[config.mk]
export PLATFORM = sky130hd
export DESIGN_NAME = fpu_issue_ctrl
export DESIGN_NICKNAME = d
export VERILOG_FILES = /design/src/rtl/fpu_issue_ctrl_pkg.sv /design/src/rtl/fpu_tag_alloc.sv /design/src/rtl/fpu_issue_ctrl.sv
export SDC_FILE = /design/constraint.sdc
export NUM_CORES = 1
export LEC_CHECK = 0
export BUFFER_PORTS_ARGS = -buffer_cell sky130_fd_sc_hd__buf_2
export CAP_MARGIN = 0
export CORE_AREA = 2 2 454 456
export DETAILED_ROUTE_END_ITERATION = 6
export DIE_AREA = 0 0 456 458
export PLACE_DENSITY = 0.3
export REMOVE_ABC_BUFFERS = 1
export SLEW_MARGIN = 20
export SYNTH_ARGS = -nofsm -noshare
export SYNTH_HDL_FRONTEND = slang
export SYNTH_SLANG_ARGS = --single-unit
[constraint.sdc]
create_clock -name clk -period 11.8 [get_ports clk]
set_clock_uncertainty 0.2 [all_clocks]
set_input_delay 1.77 -clock clk [delete_from_list [all_inputs] [get_ports clk]]
set_output_delay 1.77 -clock clk [all_outputs]
set_load 0.01 [all_outputs]
[src/rtl/fpu_issue_ctrl_pkg.sv]
// fpu_issue_ctrl_pkg: shared widths, default lane count and fflag bit positions
package fpu_issue_ctrl_pkg;
    localparam int DEF_NUM_THREADS = 4;
    localparam int INST_FPU_BITS   = 4;
    localparam int INST_MOD_BITS   = 3;
    localparam int RD_BITS         = 5;
    localparam int PC_BITS         = 32;
    localparam int FFLAGS_BITS     = 5;
    localparam int FFLAG_NV        = 4;
    localparam int FFLAG_DZ        = 3;
    localparam int FFLAG_OF        = 2;
    localparam int FFLAG_UF        = 1;
    localparam int FFLAG_NX        = 0;
endpackage

[src/rtl/fpu_tag_alloc.sv]
// fpu_tag_alloc: busy mask with lowest-free tag allocation; allocation sees only the pre-edge mask
module fpu_tag_alloc #(
    parameter int TAGW = 2
) (
    input  logic                   clk,
    input  logic                   reset,
    input  logic                   set_en,
    input  logic                   clr_en,
    input  logic [TAGW-1:0]        clr_tag,
    output logic [TAGW-1:0]        alloc_tag,
    output logic                   full,
    output logic [(1<<TAGW)-1:0]   busy_mask
);
    localparam int NTAGS = 1 << TAGW;

    logic [NTAGS-1:0] busy_q, busy_d;

    always_comb begin
        alloc_tag = '0;
        for (int i = NTAGS - 1; i >= 0; i--)
            if (!busy_q[i]) alloc_tag = TAGW'(i);
        busy_d = busy_q;
        if (set_en) busy_d[alloc_tag] = 1'b1;
        if (clr_en) busy_d[clr_tag] = 1'b0;
    end

    always_ff @(posedge clk or posedge reset)
        if (reset) busy_q <= '0;
        else       busy_q <= busy_d;

    assign full      = &busy_q;
    assign busy_mask = busy_q;
endmodule

[src/rtl/fpu_issue_ctrl.sv]
// fpu_issue_ctrl: tags FP requests toward the FPU, keeps per-tag metadata and
// registers FPU responses for writeback with lane-reduced fflags.
module fpu_issue_ctrl
    import fpu_issue_ctrl_pkg::*;
#(
    parameter int TAGW        = 2,
    parameter int NUM_THREADS = DEF_NUM_THREADS,
    parameter int NW_BITS     = 2
) (
    input  logic                        clk,
    input  logic                        reset,
    input  logic                        req_valid,
    output logic                        req_ready,
    input  logic [NW_BITS-1:0]          req_wid,
    input  logic [RD_BITS-1:0]          req_rd,
    input  logic                        req_wb,
    input  logic [PC_BITS-1:0]          req_pc,
    input  logic [NUM_THREADS-1:0]      req_tmask,
    input  logic [INST_FPU_BITS-1:0]    req_op_type,
    input  logic [INST_MOD_BITS-1:0]    req_frm,
    input  logic [NUM_THREADS*32-1:0]   req_dataa,
    input  logic [NUM_THREADS*32-1:0]   req_datab,
    input  logic [NUM_THREADS*32-1:0]   req_datac,
    output logic                        fpu_valid_in,
    input  logic                        fpu_ready_in,
    output logic [TAGW-1:0]             fpu_tag_in,
    output logic [INST_FPU_BITS-1:0]    fpu_op_type,
    output logic [INST_MOD_BITS-1:0]    fpu_frm,
    output logic [NUM_THREADS*32-1:0]   fpu_dataa,
    output logic [NUM_THREADS*32-1:0]   fpu_datab,
    output logic [NUM_THREADS*32-1:0]   fpu_datac,
    input  logic                        fpu_valid_out,
    output logic                        fpu_ready_out,
    input  logic [TAGW-1:0]             fpu_tag_out,
    input  logic [NUM_THREADS*32-1:0]   fpu_result,
    input  logic                        fpu_has_fflags,
    input  logic [NUM_THREADS-1:0]      fpu_fflags_NV,
    input  logic [NUM_THREADS-1:0]      fpu_fflags_DZ,
    input  logic [NUM_THREADS-1:0]      fpu_fflags_OF,
    input  logic [NUM_THREADS-1:0]      fpu_fflags_UF,
    input  logic [NUM_THREADS-1:0]      fpu_fflags_NX,
    output logic                        commit_valid,
    input  logic                        commit_ready,
    output logic [NW_BITS-1:0]          commit_wid,
    output logic [RD_BITS-1:0]          commit_rd,
    output logic                        commit_wb,
    output logic [PC_BITS-1:0]          commit_pc,
    output logic [NUM_THREADS-1:0]      commit_tmask,
    output logic [NUM_THREADS*32-1:0]   commit_data,
    output logic                        fflags_valid,
    output logic [NW_BITS-1:0]          fflags_wid,
    output logic [FFLAGS_BITS-1:0]      fflags,
    output logic                        busy
);
    localparam int NTAGS = 1 << TAGW;

    typedef struct packed {
        logic [NW_BITS-1:0]     wid;
        logic [RD_BITS-1:0]     rd;
        logic                   wb;
        logic [PC_BITS-1:0]     pc;
        logic [NUM_THREADS-1:0] tmask;
    } meta_t;

    meta_t                      meta_q [NTAGS];
    meta_t                      meta_d, rsp_meta, commit_q, commit_d;
    logic                       full, issue, resp_acc;
    logic [TAGW-1:0]            alloc_tag;
    logic [NTAGS-1:0]           busy_mask;
    logic                       commit_valid_q, commit_valid_d;
    logic                       has_fflags_q, has_fflags_d;
    logic [FFLAGS_BITS-1:0]     fflags_q, fflags_d, rsp_fflags;
    logic [NUM_THREADS*32-1:0]  data_q, data_d;

    fpu_tag_alloc #(.TAGW(TAGW)) u_alloc (
        .clk       (clk),
        .reset     (reset),
        .set_en    (issue),
        .clr_en    (resp_acc),
        .clr_tag   (fpu_tag_out),
        .alloc_tag (alloc_tag),
        .full      (full),
        .busy_mask (busy_mask)
    );

    assign fpu_valid_in  = req_valid && !full;
    assign req_ready     = fpu_ready_in && !full;
    assign issue         = req_valid && req_ready;
    assign fpu_tag_in    = alloc_tag;
    assign fpu_op_type   = req_op_type;
    assign fpu_frm       = req_frm;
    assign fpu_dataa     = req_dataa;
    assign fpu_datab     = req_datab;
    assign fpu_datac     = req_datac;
    assign fpu_ready_out = !commit_valid_q || commit_ready;
    assign resp_acc      = fpu_valid_out && fpu_ready_out;

    always_comb begin
        meta_d                 = {req_wid, req_rd, req_wb, req_pc, req_tmask};
        rsp_meta               = meta_q[fpu_tag_out];
        // flags from lanes outside the issued thread mask are ignored
        rsp_fflags             = '0;
        rsp_fflags[FFLAG_NV]   = |(fpu_fflags_NV & rsp_meta.tmask);
        rsp_fflags[FFLAG_DZ]   = |(fpu_fflags_DZ & rsp_meta.tmask);
        rsp_fflags[FFLAG_OF]   = |(fpu_fflags_OF & rsp_meta.tmask);
        rsp_fflags[FFLAG_UF]   = |(fpu_fflags_UF & rsp_meta.tmask);
        rsp_fflags[FFLAG_NX]   = |(fpu_fflags_NX & rsp_meta.tmask);
        commit_d               = resp_acc ? rsp_meta : commit_q;
        data_d                 = resp_acc ? fpu_result : data_q;
        fflags_d               = resp_acc ? rsp_fflags : fflags_q;
        has_fflags_d           = resp_acc ? fpu_has_fflags : has_fflags_q;
        commit_valid_d         = resp_acc || (commit_valid_q && !commit_ready);
    end

    always_ff @(posedge clk)
        if (issue) meta_q[alloc_tag] <= meta_d;

    always_ff @(posedge clk or posedge reset)
        if (reset) begin
            commit_valid_q <= 1'b0;
            commit_q       <= '0;
            data_q         <= '0;
            fflags_q       <= '0;
            has_fflags_q   <= 1'b0;
        end else begin
            commit_valid_q <= commit_valid_d;
            commit_q       <= commit_d;
            data_q         <= data_d;
            fflags_q       <= fflags_d;
            has_fflags_q   <= has_fflags_d;
        end

    assign commit_valid = commit_valid_q;
    assign commit_wid   = commit_q.wid;
    assign commit_rd    = commit_q.rd;
    assign commit_wb    = commit_q.wb;
    assign commit_pc    = commit_q.pc;
    assign commit_tmask = commit_q.tmask;
    assign commit_data  = data_q;
    assign fflags_valid = commit_valid_q && commit_ready && has_fflags_q;
    assign fflags_wid   = commit_q.wid;
    assign fflags       = fflags_q;
    assign busy         = |busy_mask;

    a_resp_tag_busy: assert property (@(posedge clk) disable iff (reset) resp_acc |-> busy_mask[fpu_tag_out]);
endmodule
==> results.yml <==
yosys:
  mappedNetlistArea_sq_um: 16500
  synth_async_sr_flop_share: 0.510
  mean_post_synth_cell_area_sq_um: 14.4
  ys_seq_elements: 359
  synth.lib_cells_used.distinct: 34
  synth_enable_flop_cells: 176
  synth_warnings: 0
  synth-seq-area-share: 0.599
  syn-instance-count: 1140
  yosys_most_used_dff: "dfrtp_1"
power_and_ir_drop:
  peakVddDrop_uv: 104
  power_per_cell_area_nw_per_um2: 177
  comb_pwr_share: 0.146
  static-leakage-power_nw: 7.40
  power.clock.fraction: 0.438
  seqPwrFrac: 0.416
  power.share.switching: 0.307
  power_switching_mw: 1.11
  internal_power_mw: 2.52
  power.total_mw: 3.63
setup_path:
  cp-start-kind: "primary input"
  worst-path-buf-inv: 3
  cp_slowest_stage_delay_ns: 0.46
  crit_required_ns: 9.83
  crit_top_cell: "buf_2"
  crit_path_top_delay_cell: "and2b_1"
  critical_path.top_delay_family: "buffers and inverters"
  setup.worst_path.end_class: "primary output"
  cp_max_fo: 4
  criticalPathCategory: "primary input to primary output"
  worst_endpoint_data_arrival_time_ns: 2.71
  critical_path_cell_by_cell: "buf_2, and2b_1, inv_2, buf_2"
cells_and_area:
  layout.cells.most_common_list: "buf_2, dfrtp_1, edfxtp_1, mux2_2, clkbuf_16"
  syn_to_final_growth_pct: 24.4
  final_net_count: 1756
  most_common_library_cell_in_the_layout_ignoring_fill_and_taps: "buf_2"
  drive_above_1_share: 0.535
clocking:
  clkLatencyLatePin_ns: 0.69
  cts-resized-gates: 0
  cts_sinks: 359
  cts_tree: "built"
  postCtsSetupBuffers: 0
  root_buffer: "clkbuf_16"
  path_clk_slew_ns: 0.06
  cts-buffers-inserted: 52
  number_of_levels_the_h_tree_was_split_into: 2
  ctsLongestPathBuffers: 3
  postCtsHoldBufs: 0
global_routing:
  antenna_found_initial: 57
  grtUsageTotal: 0.279
  grt_max_degree: 110
  grt_pass1_wl_mm: 325
  grt-ovfl-total: 0
  number_of_global_route_vias_before_repair: 10448
die:
  die_h_um: 458
  num_rows: 166
  die_x_um: 456
  design.die.area_sq_um: 209000
  starting_density_of_the_core: 0.0808
  core_area_sq_um: 204000
  design.portCount: 1170
route:
  routedWlPerCell_um: 76.5
  antenna_violating_nets_post_route: 0
  residual_drc_count: 1
  routed_via_density: 3.02
  drt_pass1_iterations: 7
  detailroute.via_count: 11811
  drt-initial-drc-count: 1239
  postRouteWirelength_mm: 299
timing:
  setup_viol_count_final: 0
  fin_crit_ns: 4.68
  hold_slack_ns: 0.254
  report.final.hold_viol_count: 0
  max_slew.worst_pin.slew_ns: 1.06
  achievable-frequency_ghz: 0.213
  timing.setup.tns_ns: 0
  report.final.slew_viol_count: 0
  slew_headroom: 0.296
  min_period_over_period: 0.397
  setup_repair_after_global_routing_missed_its_margin: "false"
worst_hold_path:
  type_of_the_worst_min_delay_path: "flop to flop"
placement:
  port-buffer-count: 387
  detailedPlacementHpwl_mm: 276
  final_weighted_congestion_in_routability_driven_placement: 1.08
run:
  maxCapViolCount: 0
status:
  status: "finished, violations left"
  violations: "DRC"
final timing paths:
path	start	end	slack [ns]	cells past startpoint
min in group asynchronous	reset	commit_data[9]$_DFFE_PP0P_	1.00	2
max	commit_ready	fpu_ready_out	7.12	4
min	meta_q[2][29]$_DFFE_PP_	commit_pc[25]$_DFFE_PP0P_	0.25	1
max in group asynchronous	reset	commit_data[106]$_DFFE_PP0P_	9.12	3
min reg2reg	meta_q[2][29]$_DFFE_PP_	commit_pc[25]$_DFFE_PP0P_	0.25	1
max reg2reg	commit_valid$_DFF_PP0_	commit_data[116]$_DFFE_PP0P_	8.71	5
registers in the layout, summed over array words and instances (netlist names):
| signal | flops |
|---|---|
| meta_q | 176 |
| commit_data | 128 |
| commit_pc | 32 |
| commit_rd | 5 |
| fflags | 5 |
| commit_tmask | 4 |
| u_alloc.busy_mask | 4 |
| commit_wid | 2 |
| commit_valid | 1 |
| commit_wb | 1 |
| has_fflags_q | 1 |
cell families (layout without fill, tap and decap cells):
logic type	after synthesis	count (layout)	share of synthesized area
buf+inv	442	509	0.194
simple gates	33	33	0.0119
compound gates	121	121	0.0628
other cells	0	11	0
mux	185	185	0.132
flops	359	359	0.599
stage by stage:
| stage | cells | utilization | instance area (sq um) | worst slack [ns] |
|---|---|---|---|---|
| after floorplan | 703 | - | 13300 | 4.63 |
| after global placement | 3798 | 0.0923 | 18800 | 6.84 |
| after detailed placement | 3798 | 0.0923 | 18800 | 6.92 |
| after CTS | 3895 | 0.100 | 20500 | 7.06 |
| after global routing | 3902 | 0.100 | 20500 | 7.07 |
| final | 3906 | 0.101 | 20500 | 7.12 |
final cells by class:
class	count	area, sq um
Clock buffer	69	1420
Timing Repair Buffer	407	2100
Tap cell	2688	3360
Clock inverter	28	236
Inverter	5	26.3
Antenna cell	11	27.5
Sequential cell	359	9860
Fill cell	23236	183000
Multi-Input combinational cell	339	3440
power groups by stage:
stage	Sequential [mW]	Combinational [mW]	Clock, mW
floorplan	1.57	0.174	0
global placement	1.53	0.548	0
detailed placement	1.53	0.547	0
CTS	1.51	0.548	1.65
global route	1.53	0.557	1.68
finish	1.51	0.530	1.59
routing by layer:
| metal | global-route usage | share of wire | vias up |
|---|---|---|---|
| met5 | 0.124 | 0.013 | - |
| met4 | 0.143 | 0.063 | 56 |
| met3 | 0.397 | 0.30 | 279 |
| met2 | 0.487 | 0.49 | 2213 |
| met1 | 0.101 | 0.13 | 5464 |
| li1 | - | - | 3799 |
cells in the mapped netlist, types with 3 or more instances:
cell	instances	area, sq um
nand2_1	3	11.3
inv_1	5	18.8
mux2i_1	34	340
o2bb2ai_1	33	289
dfrtp_1	183	4580
a222oi_1	5	50.1
a41oi_1	5	43.8
nand3_1	11	55.1
buf_4	401	3010
and3_1	3	18.8
mux2_2	141	1590
a221o_1	33	330
clkbuf_1	14	52.6
edfxtp_1	176	5290
and2_1	3	18.8
a21oi_1	6	30.0
a21boi_0	34	255
buf_2	20	100
nor2_1	4	15.0
mux4_2	4	90.1
mux4_1	6	158
Power figures use the tool's default switching activity.
